<file path="config.mk">
export PLATFORM = sky130hd
export DESIGN_NAME = avlst_pack_arbiter
export DESIGN_NICKNAME = d
export VERILOG_FILES = /design/src/rtl/avlst_pack_arbiter_pkg.sv /design/src/rtl/avlst_pack_arbiter_rr_pick.sv /design/src/rtl/avlst_pack_arbiter.sv
export SDC_FILE = /design/constraint.sdc
export NUM_CORES = 1
export LEC_CHECK = 0
export BUFFER_PORTS_ARGS = -buffer_cell sky130_fd_sc_hd__buf_2
export CAP_MARGIN = 0
export CORE_MARGIN = 1.5
export CORE_UTILIZATION = 56
export DETAILED_ROUTE_END_ITERATION = 16
export PLACE_DENSITY = 0.81
export SETUP_SLACK_MARGIN = 0.02
export SLEW_MARGIN = 25
export SYNTH_ARGS = -nofsm -noshare
export SYNTH_HDL_FRONTEND = slang
export SYNTH_SLANG_ARGS = --single-unit
</file>
<file path="constraint.sdc">
create_clock -name clk_wr -period 2.9 [get_ports clk_wr]
set_clock_uncertainty 0.05 [all_clocks]
set_input_delay 0.145 -clock clk_wr [delete_from_list [all_inputs] [get_ports clk_wr]]
set_output_delay 0.145 -clock clk_wr [all_outputs]
set_load 0.01 [all_outputs]
</file>
<file path="src/rtl/avlst_pack_arbiter_pkg.sv">
// Shared types and helpers for the Avalon-ST packet arbiter.
// Covers request bit positions, FSM state encoding and index-width sizing.
package avlst_arb_pkg;

    typedef enum logic {
        IDLE  = 1'b0,
        GRANT = 1'b1
    } state_t;

    localparam int REQ_GEN  = 0;
    localparam int REQ_CRIT = 1;

    // Bits needed to hold the value v (at least one).
    function automatic int BIT_WIDTH(input int v);
        return (v < 1) ? 1 : $clog2(v + 1);
    endfunction

endpackage

</file>
<file path="src/rtl/avlst_pack_arbiter_rr_pick.sv">
// Combinational rotate-priority picker: first set bit of i_req at or after
// i_start, wrapping modulo N.
module avlst_rr_pick #(
    parameter int N = 4,
    parameter int W = 2
) (
    input  logic [N-1:0] i_req,
    input  logic [W-1:0] i_start,
    output logic         o_valid,
    output logic [W-1:0] o_index
);

    int          w_pos;
    logic [N-1:0] w_sh;

    always_comb begin
        o_valid = 1'b0;
        o_index = '0;
        w_pos   = 0;
        w_sh    = '0;
        for (int i = 0; i < N; i++) begin
            w_pos = int'(i_start) + i;
            if (w_pos >= N) begin
                w_pos = w_pos - N;
            end
            w_sh = i_req >> w_pos;
            if (!o_valid && w_sh[0]) begin
                o_valid = 1'b1;
                o_index = W'(w_pos);
            end
        end
    end

endmodule

</file>
<file path="src/rtl/avlst_pack_arbiter.sv">
// Packet-granular arbiter sharing one Avalon-ST sink among CHAN_NUM FIFOs.
// Critical requests win over general ones; round-robin inside each class.
module avlst_pack_arbiter
    import avlst_arb_pkg::*;
#(
    parameter int CHAN_NUM      = 4,
    parameter int CHAN_WIDTH    = BIT_WIDTH(CHAN_NUM - 1),
    parameter int TIMEOUT_LEN   = 4096,
    parameter int TIMEOUT_WIDTH = BIT_WIDTH(TIMEOUT_LEN)
) (
    input  logic                  clk_wr,
    input  logic                  rst_n,
    input  logic [2*CHAN_NUM-1:0] arbit_request,
    input  logic [CHAN_NUM-1:0]   arbit_eop,
    input  logic                  dout_ready,
    output logic [CHAN_NUM-1:0]   arbit_grant,
    output logic                  grant_valid,
    output logic [CHAN_WIDTH-1:0] grant_index,
    output logic [31:0]           timeout_cnt,
    output logic [31:0]           abort_cnt
);

    state_t                   r_state;
    logic                     r_valid;
    logic [CHAN_WIDTH-1:0]    r_idx;
    logic [CHAN_WIDTH-1:0]    r_last;
    logic [TIMEOUT_WIDTH-1:0] r_wd;
    logic [31:0]              r_timeout_cnt;
    logic [31:0]              r_abort_cnt;

    logic [CHAN_NUM-1:0]      w_crit;
    logic [CHAN_NUM-1:0]      w_gen;
    logic [CHAN_WIDTH-1:0]    w_start;
    logic                     w_crit_valid;
    logic [CHAN_WIDTH-1:0]    w_crit_idx;
    logic                     w_gen_valid;
    logic [CHAN_WIDTH-1:0]    w_gen_idx;
    logic                     w_pick_valid;
    logic [CHAN_WIDTH-1:0]    w_pick_idx;
    logic                     w_own_req;
    logic                     w_own_eop;

    function automatic logic [31:0] sat_inc(input logic [31:0] v);
        return (v == 32'hFFFF_FFFF) ? v : v + 32'd1;
    endfunction

    always_comb begin
        w_crit    = '0;
        w_gen     = '0;
        w_own_req = 1'b0;
        w_own_eop = 1'b0;
        for (int c = 0; c < CHAN_NUM; c++) begin
            w_crit[c] = arbit_request[2*c+REQ_CRIT];
            w_gen[c]  = arbit_request[2*c+REQ_GEN] | arbit_request[2*c+REQ_CRIT];
            if (r_idx == CHAN_WIDTH'(c)) begin
                w_own_req = w_gen[c];
                w_own_eop = arbit_eop[c];
            end
        end
    end

    // Search starts one past the last winner; explicit wrap keeps non-power-of-2 counts in range.
    assign w_start = (r_last == CHAN_WIDTH'(CHAN_NUM - 1)) ? '0 : r_last + 1'b1;

    avlst_rr_pick #(.N(CHAN_NUM), .W(CHAN_WIDTH)) u_pick_crit (
        .i_req   (w_crit),
        .i_start (w_start),
        .o_valid (w_crit_valid),
        .o_index (w_crit_idx)
    );

    avlst_rr_pick #(.N(CHAN_NUM), .W(CHAN_WIDTH)) u_pick_gen (
        .i_req   (w_gen),
        .i_start (w_start),
        .o_valid (w_gen_valid),
        .o_index (w_gen_idx)
    );

    assign w_pick_valid = w_crit_valid | w_gen_valid;
    assign w_pick_idx   = w_crit_valid ? w_crit_idx : w_gen_idx;

    always_ff @(posedge clk_wr or negedge rst_n) begin
        if (!rst_n) begin
            r_state       <= IDLE;
            r_valid       <= 1'b0;
            r_idx         <= '0;
            r_last        <= CHAN_WIDTH'(CHAN_NUM - 1);
            r_wd          <= '0;
            r_timeout_cnt <= '0;
            r_abort_cnt   <= '0;
        end else begin
            case (r_state)
                IDLE: begin
                    r_wd <= '0;
                    if (w_pick_valid) begin
                        r_state <= GRANT;
                        r_valid <= 1'b1;
                        r_idx   <= w_pick_idx;
                        r_last  <= w_pick_idx;
                    end
                end
                GRANT: begin
                    // eop outranks drop and timeout; the next packet loads with no bubble.
                    if (w_own_eop && dout_ready) begin
                        r_wd <= '0;
                        if (w_pick_valid) begin
                            r_idx  <= w_pick_idx;
                            r_last <= w_pick_idx;
                        end else begin
                            r_state <= IDLE;
                            r_valid <= 1'b0;
                        end
                    end else if (!w_own_req) begin
                        r_state     <= IDLE;
                        r_valid     <= 1'b0;
                        r_abort_cnt <= sat_inc(r_abort_cnt);
                    end else if (dout_ready) begin
                        if (r_wd == TIMEOUT_WIDTH'(TIMEOUT_LEN - 1)) begin
                            r_state       <= IDLE;
                            r_valid       <= 1'b0;
                            r_timeout_cnt <= sat_inc(r_timeout_cnt);
                        end else begin
                            r_wd <= r_wd + TIMEOUT_WIDTH'(1);
                        end
                    end
                end
                default: begin
                    r_state <= IDLE;
                    r_valid <= 1'b0;
                end
            endcase
        end
    end

    always_comb begin
        arbit_grant = '0;
        for (int c = 0; c < CHAN_NUM; c++) begin
            arbit_grant[c] = (r_state == GRANT) && (r_idx == CHAN_WIDTH'(c)) && dout_ready;
        end
    end

    assign grant_valid = r_valid;
    assign grant_index = r_idx;
    assign timeout_cnt = r_timeout_cnt;
    assign abort_cnt   = r_abort_cnt;

endmodule
</file>
### After elaboration in Yosys (flattened, before gate mapping)

Index checks and enable logic that the tools add are counted.

* input port bits: 15
* flip-flop bits (word level): 83

* $lt $le $gt $ge: 4
* shifts and indexed selects: 8
* add/sub/neg operators: 11
* equal/unequal tests: 15
* mux-type cells: 54
* reduce and logical (&&, ||, !) cells: 26
* bitwise logic cells: 10

Operator list (number)
* >> shifter 4 x 32 -> 1 bit: 8
* two-way mux 32 bit: 4
* greater-or-equal comparator 32 x 4 -> 1 bit (second input constant): 3
* subtractor 32 x 4 -> 32 bit (second input constant): 3
* adder 32 x 1 -> 32 bit (second input constant): 2
* == test 32 bit (second input constant): 2
* two-way mux 13 bit: 4
* two-way mux 2 bit: 14
* two-way mux 1 bit: 27
* one-hot mux 13 bit (2 select lines): 1
* logical AND 1 bit: 15
* adder 13 x 1 -> 13 bit (second input constant): 1
* == test 13 x 12 -> 1 bit (second input constant): 1
* one-hot mux 2 bit (2 select lines): 2
* AND reduction 4 bit: 2
* adder 2 x 2 -> 3 bit (second input constant): 2
* == test 2 bit (second input constant): 3
* zero test 1 bit: 6
* != test 3 bit (second input constant): 2
* AND reduction 6 bit: 1
* inverter 1 bit: 5
* OR 1 bit: 5
* != test 4 x 2 -> 1 bit (second input constant): 1
* != test 4 x 3 -> 1 bit (second input constant): 1
* other kinds (12): 13

### Depth between registers and ports, before layout

* word-level depth: 19
* mapped depth: 9
* mapped depth without buffers: 8

### Hierarchy

From an unflattened synthesis, not the netlist that was laid out.

* cells, all modules: 495
* area, all modules: 4969.8 µm²

By module, submodules not included
* avlst_pack_arbiter: instances 1, cells an instance 425, area an instance 4339.2 µm², sequential area each 2079.5 µm²
* avlst_rr_pick: instances 2, cells an instance 35, area an instance 315.3 µm², sequential area each 0.0 µm²

### Worst setup path before layout

No wires, ideal clock.

* kind: register -> register
* start point: register r_last[0]
* end point: register r_idx[0] (netlist: grant_index[0])
* setup time: 0.140 ns
* arrival time: 2.359 ns
* clock period less this slack: 2.550 ns
* data required time: 2.710 ns
* slack: 0.350 ns
* cell stages (with the launch flop): 9
* cell sequence: dfstp_2 -> inv_1 -> ha_1 -> clkbuf_1 -> buf_1 -> a32o_1 -> o21ai_0 -> a2111oi_0 -> o31ai_1

* cells in the longest elaborated chain, start to end: 19
* elaborated cells on any way between the ends: 59

RTL lines
* from (decl): line avlst_pack_arbiter.sv:26 `logic [CHAN_WIDTH-1:0] r_last;`
* from (signal assigned): line avlst_pack_arbiter.sv:87 `r_last <= CHAN_WIDTH'(CHAN_NUM - 1);`
* from (signal assigned): line avlst_pack_arbiter.sv:99 `r_last <= w_pick_idx;`
* from (signal assigned): line avlst_pack_arbiter.sv:108 `r_last <= w_pick_idx;`
* adder 2 x 1 -> 2 bit / == test 2 bit (equally long branches): line avlst_pack_arbiter.sv:63 `assign w_start = (r_last == CHAN_WIDTH'(CHAN_NUM - 1)) ? '0 : r_last + 1'b1;`
* two-way mux 2 bit *: line avlst_pack_arbiter.sv:63
* branches (longest 14 deep; another with subtractor 32 x 4 -> 32 bit)
* two-way mux 2 bit *: line avlst_pack_arbiter.sv:95, avlst_pack_arbiter.sv:106
* two-way mux 2 bit: line avlst_pack_arbiter.sv:104 `if (w_own_eop && dout_ready) begin`
* one-hot mux 2 bit (2 select lines) *: line avlst_pack_arbiter.sv:92 `case (r_state)`
* to (signal assigned): line avlst_pack_arbiter.sv:98 `r_idx <= w_pick_idx;`
* to (signal assigned): line avlst_pack_arbiter.sv:107 `r_idx <= w_pick_idx;`
* to (decl): line avlst_pack_arbiter.sv:25 `logic [CHAN_WIDTH-1:0] r_idx;`

Every way passes the cells marked *. The select of a mux whose other input is x is not followed.
A chain may end at the register's enable or synchronous reset.

### Final worst setup path

* start point: register r_last[0]
* end point: register r_last[1]

* cells in the longest elaborated chain, start to end: 19
* elaborated cells on any way between the ends: 59

RTL lines (line)
* adder 2 x 1 -> 2 bit / == test 2 bit (equally long branches): avlst_pack_arbiter.sv:63
* two-way mux 2 bit *: avlst_pack_arbiter.sv:63
* branches (longest 14 deep; another with subtractor 32 x 4 -> 32 bit)
* two-way mux 2 bit *: avlst_pack_arbiter.sv:95, avlst_pack_arbiter.sv:106
* two-way mux 2 bit: avlst_pack_arbiter.sv:104
* one-hot mux 2 bit (2 select lines) *: avlst_pack_arbiter.sv:92

Marks and branches as above.

==> results.ini <==
[timing]
fin_crit_ns=2.62
slew_viol_final=0
slew_headroom_pct=49.8
period_share_pct=90.4
grt_setup_unrepaired=false
fin_tns_setup_ns=0
timing.hold.ws_ns=0.228
hold_viol=0
worstMarginPinSlew_ns=0.752
max_freq_mhz=381
finalSetupViolations=0

[worst_hold_path]
holdPathStages=3
min_from=dout_ready
holdPathEnd=grant_valid
worstHoldPathType=input pin to flop

[run]
cap_violations=0

[critical_path]
worstSetupEndpointType=flop
startpoint_type=flop
reg2reg_depth=7
critPathMaxFanout=12
rrSetupSlack_ns=0.28
required_ns=3.12
setup.worst_path.class=flop to flop
crit-reg2reg-launch=r_last[0]
r2r-end=r_last[1]
critical_path_arrival_ns=2.84

[floorplanning]
dieArea_sq_um=8880
die_w_um=94.2
core_sq_um=8130
die_height_um=94.2
rows=33
initial_core_util_pct=57.3
io_pins=86

[cells_and_area]
fillers=626
syn_to_final_growth_pct=17.8
drive_gt1_share_pct=24.1
antennaDiodeCount=0
mostFrequentLayoutCell=buf_2
final_area_sq_um=5490
nets=585
layout_common_cells=buf_2, dfrtp_1, nand2_1
utilization_pct=67.5

[synth]
syn_area_sq_um=4660
synthFlopType=dfrtp_1
yosys_warnings=0
seq_area_frac_synth_pct=44.6
ys_ff_latch=83
async_flop_share_pct=100
synth_top_area_share_pct=43.5
yosysTopAreaCell=dfrtp_1
syn-num-nets=492
synth_edf_count=0
synth_cell_types=55
synth.avg_cell_area_sq_um=9.90
synthCells=471
yosys-top-cells-area=dfrtp_1, xnor2_1, nand3_1, nand2_1, xor2_1

[cts]
cts_setup_buffers=0
path_clk_slew_ns=0.08
clock-sinks=83
cts_tree=built
clock_latency_ns=0.35
root_buffer=clkbuf_8
clk_path_buf_depth=2
cts_buffers=9
htree_levels=3

[routing]
ant_nets=0
vias=4027
wl_um=10700
first_pass_iters=5
drt_iter0_drc=255
drc_errors=0
viasPerCell=5.97
wl_per_cell_um=15.9

[grt]
grt_pass1_wl_um=17900
grt_pass1_vias=3841
antenna_found_initial=0
grt_max_degree=84
grt_use_total_pct=25.4
grt.overflow.total=0

[pwr]
leakage_nw=2.63
switchingPower_mw=1.43
finalPower_mw=3.84
pwr-share-seq_pct=35.3
p_comb_share_pct=39.9
p_int_mw=2.41
pwr-share-clk_pct=24.8
power_density_nw_per_um2=699
swShare_pct=37.3
ir_drop_uv=589

[place]
place_area_sq_um=5230
place_congestion=0.917
portBuffers=85
dpl.hpwl_um=7870

[run_status]
status=complete, no violations

kinds of logic after synthesis:
family	count (synthesis)	synth area share (%)
adders and majority gates	6	1.61
DFF	83	44.6
AOI/OAI and AO/OA	67	11.1
and+or+nand+nor	209	23.8
buffers and inverters	27	2.50
xor gates and xnor gates	63	11.8
muxes	16	4.62
cell usage after synthesis (4+ instances only):
cell and count:
dfrtp_1 81, nand2_1 45, xnor2_1 44, nand3_1 41
nor2_1 36, and3_1 19, nand4_1 19, xor2_1 19
o21ai_0 13, clkbuf_1 12, inv_1 12, nor3_1 10
a2111o_1 9, a21oi_1 9, and4_1 8, mux2i_1 8
ha_1 6, or2_2 6, o2111ai_1 5, mux2_2 4
mux4_2 4, nand3b_1 4, nor4_1 4
worst max path at each step:
stage	start	endpoint	slack [ns]	cells past startpoint
after floorplan	r_last[0]	grant_index[0]	0.35	8
after global placement	r_last[0]	grant_index[0]	0.22	8
after detailed placement	r_last[0]	grant_index[0]	0.15	8
after CTS	r_last[0]	grant_index[0]	0.12	8
after global routing	r_last[0]	grant_index[0]	0.09	8
final	r_last[0]	r_last[1]	0.28	7
registers in the layout, summed over array words and instances, names as in the netlist:
| signal | count |
|---|---|
| abort_cnt | 32 |
| grant_index | 2 |
| grant_valid | 1 |
| r_last | 2 |
| r_state | 1 |
| r_wd | 13 |
| timeout_cnt | 32 |
routing by layer:
layer  share of wire (%)  vias up  track usage (%)
met5                   0        -                0
met2                  50      133             42.6
met1                  43     1961             32.7
met3                 5.4       17             5.50
met4                 1.6        0             7.46
li1                    -     1916                -
critical path, cell delays in order, from the launching register on:
cell and delay, ns:
dfstp_2 0.62, ha_1 0.30, or2_2 0.32, mux2i_1 0.14
o32ai_1 0.40, nand3_1 0.14, a311o_1 0.41, a22oi_1 0.15
area by class of cell:
| class | count | area, sq um | share of cell area (%) |
|---|---|---|---|
| multi-input cells | 361 | 2470 | 45.1 |
| flip-flops and latches | 83 | 2080 | 37.9 |
| repair buffers | 97 | 524 | 9.55 |
| clock buffers | 11 | 151 | 2.76 |
| well taps | 105 | 131 | 2.39 |
| clock inverters | 5 | 83.8 | 1.53 |
| inverters | 12 | 45.0 | 0.820 |
power by group through the flow:
stage,registers (mW),clock network [mW],logic (mW)
global placement,1.37,0,1.44
global route,1.37,1.04,1.67
detailed placement,1.38,0,1.48
CTS,1.36,0.972,1.49
finish,1.36,0.951,1.53
floorplan,1.38,0,1.07
stage by stage:
step	worst slack (ns)	std cells
final	0.278	674
after global placement	0.223	657
after floorplan	0.350	471
after detailed placement	0.145	657
after global routing	0.0921	674
after CTS	0.122	674
timing repair:
item | CTS | global route
resized for setup | 0 | 3
endpoints found under the hold margin | 81 | 0
setup endpoints to repair | 0 | 2
hold buffers | 1 | 0
Power figures use the tool's default switching activity.
